## src/rtl/action_sequencer.sv

```systemverilog
// rtl/action_sequencer.sv - walks an action's frame-descriptor list in the action ROM
// and holds each sprite index for its programmed number of frame ticks.
module action_sequencer #(
    parameter int ACT_W = 3,
    parameter int ADDR_W = 8,
    parameter int SPR_W = 8,
    parameter int DUR_W = 4
) (
    input  logic                     clk,
    input  logic                     rst_n,
    input  logic                     act_req,
    input  logic [ACT_W-1:0]         act_id,
    input  logic                     frame_tick,
    output logic [ADDR_W-1:0]        rom_addr,
    input  logic [DUR_W+SPR_W:0]     rom_data,
    output logic [SPR_W-1:0]         sprite_id,
    output logic                     sprite_valid,
    output logic                     act_busy,
    output logic                     act_done
);
    localparam int SLOT_W = ADDR_W - ACT_W;

    typedef enum logic [1:0] {S_IDLE, S_WAIT, S_LOAD, S_HOLD} state_t;

    state_t             state_q, state_d;
    logic [ADDR_W-1:0]  rom_addr_q, rom_addr_d;
    logic [SPR_W-1:0]   sprite_id_q, sprite_id_d;
    logic               sprite_valid_q, sprite_valid_d;
    logic               act_busy_q, act_busy_d;
    logic               act_done_q, act_done_d;
    logic [DUR_W-1:0]   cnt_q, cnt_d;
    logic               last_q, last_d;

    logic               desc_last;
    logic [DUR_W-1:0]   desc_dur;
    logic [SPR_W-1:0]   desc_sprite;

    assign desc_last   = rom_data[DUR_W+SPR_W];
    assign desc_dur    = rom_data[DUR_W+SPR_W-1:SPR_W];
    assign desc_sprite = rom_data[SPR_W-1:0];

    always_comb begin
        state_d        = state_q;
        rom_addr_d     = rom_addr_q;
        sprite_id_d    = sprite_id_q;
        sprite_valid_d = sprite_valid_q;
        act_busy_d     = act_busy_q;
        act_done_d     = 1'b0;
        cnt_d          = cnt_q;
        last_d         = last_q;

        // A request restarts from the slot base in any state and beats a same-cycle tick.
        if (act_req) begin
            rom_addr_d = {act_id, {SLOT_W{1'b0}}};
            state_d    = S_WAIT;
            act_busy_d = 1'b1;
            cnt_d      = '0;
        end else begin
            case (state_q)
                S_WAIT: state_d = S_LOAD;
                S_LOAD: begin
                    state_d        = S_HOLD;
                    sprite_id_d    = desc_sprite;
                    sprite_valid_d = 1'b1;
                    cnt_d          = (desc_dur == '0) ? DUR_W'(1) : desc_dur;
                    last_d         = desc_last;
                end
                S_HOLD: begin
                    if (frame_tick) begin
                        if (cnt_q > DUR_W'(1)) begin
                            cnt_d = cnt_q - DUR_W'(1);
                        end else if (last_q) begin
                            state_d    = S_IDLE;
                            act_busy_d = 1'b0;
                            act_done_d = 1'b1;
                            cnt_d      = '0;
                        end else begin
                            rom_addr_d = rom_addr_q + ADDR_W'(1);
                            state_d    = S_WAIT;
                            cnt_d      = '0;
                        end
                    end
                end
                default: ;
            endcase
        end
    end

    always_ff @(posedge clk or negedge rst_n) begin
        if (!rst_n) begin
            state_q        <= S_IDLE;
            rom_addr_q     <= '0;
            sprite_id_q    <= '0;
            sprite_valid_q <= 1'b0;
            act_busy_q     <= 1'b0;
            act_done_q     <= 1'b0;
            cnt_q          <= '0;
            last_q         <= 1'b0;
        end else begin
            state_q        <= state_d;
            rom_addr_q     <= rom_addr_d;
            sprite_id_q    <= sprite_id_d;
            sprite_valid_q <= sprite_valid_d;
            act_busy_q     <= act_busy_d;
            act_done_q     <= act_done_d;
            cnt_q          <= cnt_d;
            last_q         <= last_d;
        end
    end

    assign rom_addr     = rom_addr_q;
    assign sprite_id    = sprite_id_q;
    assign sprite_valid = sprite_valid_q;
    assign act_busy     = act_busy_q;
    assign act_done     = act_done_q;
endmodule

```

## config.mk

```make
export PLATFORM = sky130hd
export DESIGN_NAME = action_sequencer
export DESIGN_NICKNAME = d
export VERILOG_FILES = /design/src/rtl/action_sequencer.sv
export SDC_FILE = /design/constraint.sdc
export NUM_CORES = 1
export LEC_CHECK = 0
export CORE_ASPECT_RATIO = 0.6
export CORE_UTILIZATION = 45
export CTS_CLUSTER_SIZE = 16
export DETAILED_ROUTE_END_ITERATION = 10
export GPL_ROUTABILITY_DRIVEN = 0
export PLACE_DENSITY = 0.87
export SLEW_MARGIN = 20
export SYNTH_ARGS = -nofsm -noshare
export SYNTH_HDL_FRONTEND = slang
export SYNTH_SLANG_ARGS = --single-unit
```

## constraint.sdc

```tcl
create_clock -name clk -period 2.6 [get_ports clk]
set_input_delay 0.65 -clock clk [delete_from_list [all_inputs] [get_ports clk]]
set_output_delay 0.65 -clock clk [all_outputs]
set_load 0.05 [all_outputs]
```

==> flow_summary_export.csv, run 1 <==
group,metric,value,unit
clock_network,post_cts_buffers,0,
pwr,power,1.213,mW
clock_network,clkLatencyLatePin,0.26,ns
layout,drive_gt1_share,13.21,%
clock_network,htree_levels,1,
worst_setup_path,worstPathRequired,2.79,ns
run,max_cap_viol_count,0,
placement,portBuffers,38,
worst_setup_path,critPathArrivalTime,2.50,ns
layout,utilization,66.96,%
worst_setup_path,cp_num_buf_inv,1,
global_routing,first_global_vias,1118,
clock_network,cts_buffer_depth,2,
global_routing,grt_usage,23.84,%
layout,syn_to_final_growth,36.98,%
clock_network,ctsResizeCount,0,
drt,vias_per_cell,5.712,
timing,max-slew-margin-rel,65.69,%
logic_synthesis,synth_cells,119,
logic_synthesis,yosysWarnings,0,
timing,setup_tns,0,ns
logic_synthesis,synth-seq-area-share,51.69,%
drt,firstDrtPassIters,4,
timing,slew_violations,0,
timing,post-route-period-util,88.87,%
min_path,hold_depth,1,
floorplan,start_util,48.88,%
logic_synthesis,ys_ff_latch,26,
clock_network,clkSinkCount,26,
logic_synthesis,synth_top_cell_area_share,51.69,%
layout,regArea,650.6,um^2
timing,worst_slew_pin_slew,0.5131,ns
clock_network,cts_root_buffer,"clkbuf_8",
drt,wl_per_cell,16.30,um
floorplan,dieArea,3019,um^2
logic_synthesis,syn_nets,142,
worst_setup_path,rr_worst_depth,6,
clock_network,clk_pin_slew,0.08,ns
worst_setup_path,crit_chain,"clkdlybuf4s50_1 > nand4b_1 > or3_1 > or4_1 > a31oi_1",
timing,fin_skew,0.002295,ns
clock_network,cts_inserted_buffers,3,
worst_setup_path,critical_path_class,"primary input to register",
floorplan,die_w,70.28,um
logic_synthesis,synth_top_cell_by_area,"dfrtp_1",
drt,ant_nets,0,
worst_setup_path,slowest_stage,"clkdlybuf4s50_1",
layout,n_antenna_cell,0,
worst_setup_path,cpPeakStageDelay,0.53,ns
worst_setup_path,crit_path_end_kind,"register",
placement,post_dp_cell_area,1683,um^2
layout,multi_input_area,570.5,um^2
timing,grt_setup_unrepaired,"no",
logic_synthesis,synthTopCellsByArea,"dfrtp_1 52%, mux2_2 8.9%, nor2_1 3.3%, ha_1 3.0%, nor3_1 2.4%",
drt,drtIter0Drc,101,
floorplan,die_height,42.97,um
pwr,power_density,703.5,nW/um^2
status,status,"complete, no violations",
pwr,leakage,0.7225,nW
global_routing,grt_max_degree,27,
clock_network,cts_hold_buffers,0,
drt,vias,1091,
logic_synthesis,ys_types,33,
layout,finish.instance_area,1724,um^2
floorplan,placementRows,14,
timing,hold_viol_final,0,
timing,setup_ws,0.2893,ns
worst_setup_path,critPathTopFamily,"simple AND/OR/NAND/NOR gates",
timing,fin_crit,2.311,ns
timing,fmax,432.8,MHz
timing,setup_viol_count_final,0,
layout,layout.nets,184,
global_routing,grt_pass1_wl,5.423,mm
drt,drcViolationCount,0,
drt,drt-total-wl,3.113,mm
worst_setup_path,critPathLaunchType,"primary input",
logic_synthesis,synth_area,1259,um^2
clock_network,cts_tree,"yes",
global_routing,grt_antenna_before_repair,0,
floorplan,fp.coreArea,2575,um^2
floorplan,pin_count,39,
global_routing,overflow,0,
worst_setup_path,cp_max_fo,8,
min_path,hold_path.class,"register to register",
layout,fillCellCount,203,
placement,pre_cts_ws,0.04630,ns
logic_synthesis,synth.avg_cell_area,10.58,um^2
pwr,ir_worst_vdd,0.4645,mV
worst_setup_path,crit_cells,5,
placement,hpwl,2.442,mm
==> worst paths after layout <==
check	from	to	slack, ns
min in group asynchronous	rst_n	cnt_q[2]$_DFFE_PN0P_	0.75
worst min register to register	act_busy$_DFFE_PN0P_	act_busy$_DFFE_PN0P_	0.50
worst max register to register	cnt_q[1]$_DFFE_PN0P_	rom_addr[5]$_DFFE_PN0P_	0.45
worst max-delay path	frame_tick	rom_addr[5]$_DFFE_PN0P_	0.29
worst min-delay path	act_busy$_DFFE_PN0P_	act_busy$_DFFE_PN0P_	0.50
max in group asynchronous	rst_n	cnt_q[0]$_DFFE_PN0P_	1.60
==> cell families after synthesis <==
family / Yosys count / share of synthesized area [%]
xor gates and xnor gates: 2 / 1.392
adders and majority gates: 3 / 2.982
AOI/OAI and AO/OA: 21 / 11.43
buffers and inverters: 9 / 2.982
and+or+nand+nor: 46 / 18.99
muxes: 12 / 10.54
DFF: 26 / 51.69
==> worst reg2reg max path: cells and delay by family (launching register included) <==
family / cells / cell delay (ns)
flip-flops: 1 / 0.42
AND/OR/NAND/NOR: 3 / 1.15
buffers and inverters: 1 / 0.11
AO/OA/AOI/OAI: 1 / 0.17
adder cells (fa/ha/maj): 1 / 0.23
==> metrics by stage <==
step	std cells	hold WS, ns
6_report	191	0.5020
2_1_floorplan	119	0.3544
3_5_place_dp	188	0.4903
4_1_cts	191	0.5109
3_3_place_gp	188	0.4544
5_1_grt	191	0.5185
==> cell usage after synthesis (all sizes together) <==
cell type and n:
a21oi 4, nor2 11, mux2i 2, mux2 10
nand4 2, a221oi 1, nor4 2, buf 2
or4 2, nand4b 1, a31oi 3, clkbuf 2
nand2 8, a21o 2, inv 5, and3 3
o21ai 3, dfrtp 26, a22o 4, nand2b 1
nand3 4, nor3 6, and2b 1, or3 2
ha 3, nor2b 1, or2 2, xnor2 2
o31ai 4
==> cells in the final DEF, fill, tap and decap left out <==
| master | n |
|---|---|
| o21ai_0 | 3 |
| a31oi_1 | 3 |
| clkbuf_8 | 3 |
| nand3_1 | 4 |
| a22o_1 | 3 |
| a22o_2 | 1 |
| and3_1 | 3 |
| or4_1 | 2 |
| nand2b_1 | 1 |
| o31ai_1 | 4 |
| nor2b_1 | 1 |
| nand4_1 | 2 |
| or2_2 | 1 |
| or3_2 | 1 |
| a21oi_1 | 4 |
| and2b_2 | 1 |
| inv_1 | 5 |
| nor2_1 | 11 |
| a221oi_1 | 1 |
| or3_1 | 1 |
| nand2_1 | 8 |
| mux2i_1 | 2 |
| nor3_1 | 6 |
| mux2_2 | 10 |
| xnor2_1 | 2 |
| clkdlybuf4s50_1 | 38 |
| a21o_1 | 2 |
| nand4b_1 | 1 |
| nor4_1 | 2 |
| or2_4 | 1 |
| ha_1 | 3 |
| dfrtp_1 | 26 |
| buf_4 | 3 |
==> cell type report <==
type / instances / share of cell area [%]
repair buffers: 41 / 23.37
flip-flops and latches: 26 / 37.74
inverters: 5 / 1.089
multi-input cells: 84 / 33.09
clock buffers: 3 / 2.395
well taps: 32 / 2.322
==> metal layers <==
metal	vias up	wire, um	part of all wire (%)	track usage (%)
li1	514	-	-	-
met1	516	1317	42	29.41
met2	57	1532	49	40.57
met3	4	224	7.2	7.363
met4	0	38	1.2	7.200
met5	-	0	0	0
==> where the power goes <==
group	total (mW)	switching, mW	internal (mW)
Combinational	0.472	0.285	0.186
Sequential	0.522	0.0527	0.469
Clock	0.219	0.116	0.104
Total	1.21	0.454	0.759
==> registers in the layout, indices dropped and copies added, names as in the netlist <==
register      cells
rom_addr          8
sprite_id         8
cnt_q             4
state_q           2
act_busy          1
act_done          1
last_q            1
sprite_valid      1
(Power assumes the default switching activity.)
==> run 2, diff against run 1 <==
- CORE_UTILIZATION: 45 -> 41
- PLACE_DENSITY: 0.87 -> 0.83
- clock period: 2.6 -> 2 ns (I/O delays scaled with it)
==> flow_summary_export.csv, run 2 (synthesized netlist as in run 1, its figures left out) <==
group,metric,value,unit
status,status,"complete, no violations",
clock_network,cts_buffer_depth,2,
global_routing,grt_max_degree,27,
timing,fin_skew,0.002292,ns
clock_network,cts_inserted_buffers,3,
layout,drive_gt1_share,25.88,%
floorplan,fp.coreArea,2890,um^2
worst_setup_path,critical_path_class,"register to output pin",
floorplan,start_util,43.55,%
worst_setup_path,r2r_setup_slack,0.07,ns
timing,setup_viol_count_final,0,
timing,fmax,515.6,MHz
timing,post-route-period-util,96.98,%
clock_network,htree_levels,1,
layout,layout.nets,194,
worst_setup_path,rr_startpoint,"cnt_q[0]$_DFFE_PN0P_",
floorplan,die_w,73.53,um
placement,portBuffers,38,
drt,firstDrtPassIters,4,
min_path,worstHoldEndpoint,"act_busy$_DFFE_PN0P_",
placement,hpwl,2.348,mm
placement,post_dp_cell_area,1738,um^2
global_routing,overflow,0,
floorplan,placementRows,15,
worst_setup_path,critPathArrivalTime,1.44,ns
worst_setup_path,crit_cells,1,
pwr,power_density,903.4,nW/um^2
min_path,min_from,"act_busy$_DFFE_PN0P_",
min_path,hold_depth,1,
global_routing,grt_pass1_wl,4.940,mm
layout,final_common_cell,"clkdlybuf4s50_1",
drt,drt-total-wl,3.117,mm
layout,syn_to_final_growth,44.83,%
pwr,leakage,0.8015,nW
placement,pre_cts_ws,-0.3229,ns
drt,vias_per_cell,5.439,
worst_setup_path,cp_max_fo,2,
layout,n_antenna_cell,0,
worst_setup_path,cpPeakStageDelay,0.81,ns
floorplan,pin_count,39,
worst_setup_path,worstPathRequired,1.50,ns
pwr,ir_worst_vdd,0.6711,mV
drt,drtIter0Drc,59,
global_routing,grt_antenna_before_repair,0,
timing,slew_violations,0,
timing,setup_ws,0.06049,ns
global_routing,first_global_vias,1102,
worst_setup_path,critPathTopFamily,"buffers and inverters",
layout,layout_common_cells,"27 x clkdlybuf4s50_1, 26 x dfrtp_1, 23 x buf_4",
timing,fin_crit,1.940,ns
worst_setup_path,crit_chain,"clkdlybuf4s50_1",
drt,drcViolationCount,0,
clock_network,clkSinkCount,26,
timing,hold_viol_final,0,
global_routing,grt_usage,19.79,%
worst_setup_path,slowest_stage,"clkdlybuf4s50_1",
worst_setup_path,crit_path_end_kind,"output pin",
clock_network,clkLatencyLatePin,0.27,ns
clock_network,clk_pin_slew,0.09,ns
clock_network,cts_root_buffer,"clkbuf_8",
min_path,hold_path.class,"register to register",
clock_network,cts_tree,"yes",
floorplan,dieArea,3303,um^2
layout,finish.instance_area,1823,um^2
timing,worst_slew_pin_slew,0.5090,ns
worst_setup_path,regToRegEndpoint,"rom_addr[5]$_DFFE_PN0P_",
worst_setup_path,cp_num_buf_inv,1,
drt,wl_per_cell,14.70,um
floorplan,die_height,44.92,um
drt,vias,1153,
timing,grt_setup_unrepaired,"no",
drt,ant_nets,0,
timing,max-slew-margin-rel,65.96,%
worst_setup_path,critPathLaunchType,"register",
run,max_cap_viol_count,0,
worst_setup_path,rr_worst_depth,6,
[run 2: final cells by class]
class | instances | area (um^2)
well taps | 42 | 52.55
fillers | 271 | 1067
flip-flops and latches | 26 | 650.6
multi-input cells | 84 | 590.6
repair buffers | 51 | 455.4
inverters | 5 | 18.77
clock buffers | 4 | 55.05
[run 2: what timing repair did]
item,in CTS,in global routing
setup buffers,0,1
pin swaps,1,5
gates resized for setup,2,2
hold buffers,0,0
endpoints found under the setup margin,2,3
[run 2: worst max path at each step]
stage,startpoint,end
2_1_floorplan,rom_addr[0]$_DFFE_PN0P_,rom_addr[4]$_DFFE_PN0P_
3_3_place_gp,frame_tick,rom_addr[7]$_DFFE_PN0P_
3_5_place_dp,frame_tick,rom_addr[5]$_DFFE_PN0P_
4_1_cts,frame_tick,rom_addr[5]$_DFFE_PN0P_
5_1_grt,cnt_q[0]$_DFFE_PN0P_,rom_addr[5]$_DFFE_PN0P_
6_report,sprite_id[2]$_DFFE_PN0P_,sprite_id[2]
[run 2: layer usage]
metal / GRT usage, % / part of all wire (%) / vias to the layer above
met5: 0 / 0 / -
met4: 4.231 / 1.4 / 0
met3: 4.688 / 5.4 / 6
met2: 33.76 / 49 / 43
met1: 26.06 / 44 / 574
li1: - / - / 530
[run 2: power breakdown]
group / internal [mW] / switching [mW] / total (mW)
registers: 0.610 / 0.0620 / 0.672
clock network: 0.176 / 0.156 / 0.332
logic: 0.257 / 0.386 / 0.643
[run 2: through the flow]
| stage | utilization (%) | std cells | power, mW | setup TNS (ns) | hold WS, ns |
|---|---|---|---|---|---|
| floorplan | - | 119 | 1.067 | 0 | 0.2044 |
| global placement | 60.13 | 207 | 1.293 | -0.9413 | 0.4530 |
| detailed placement | 60.13 | 207 | 1.316 | -1.290 | 0.4624 |
| CTS | 62.42 | 211 | 1.660 | 0 | 0.4895 |
| global route | 63.07 | 212 | 1.722 | 0 | 0.4948 |
| finish | 63.07 | 212 | 1.647 | 0 | 0.4856 |
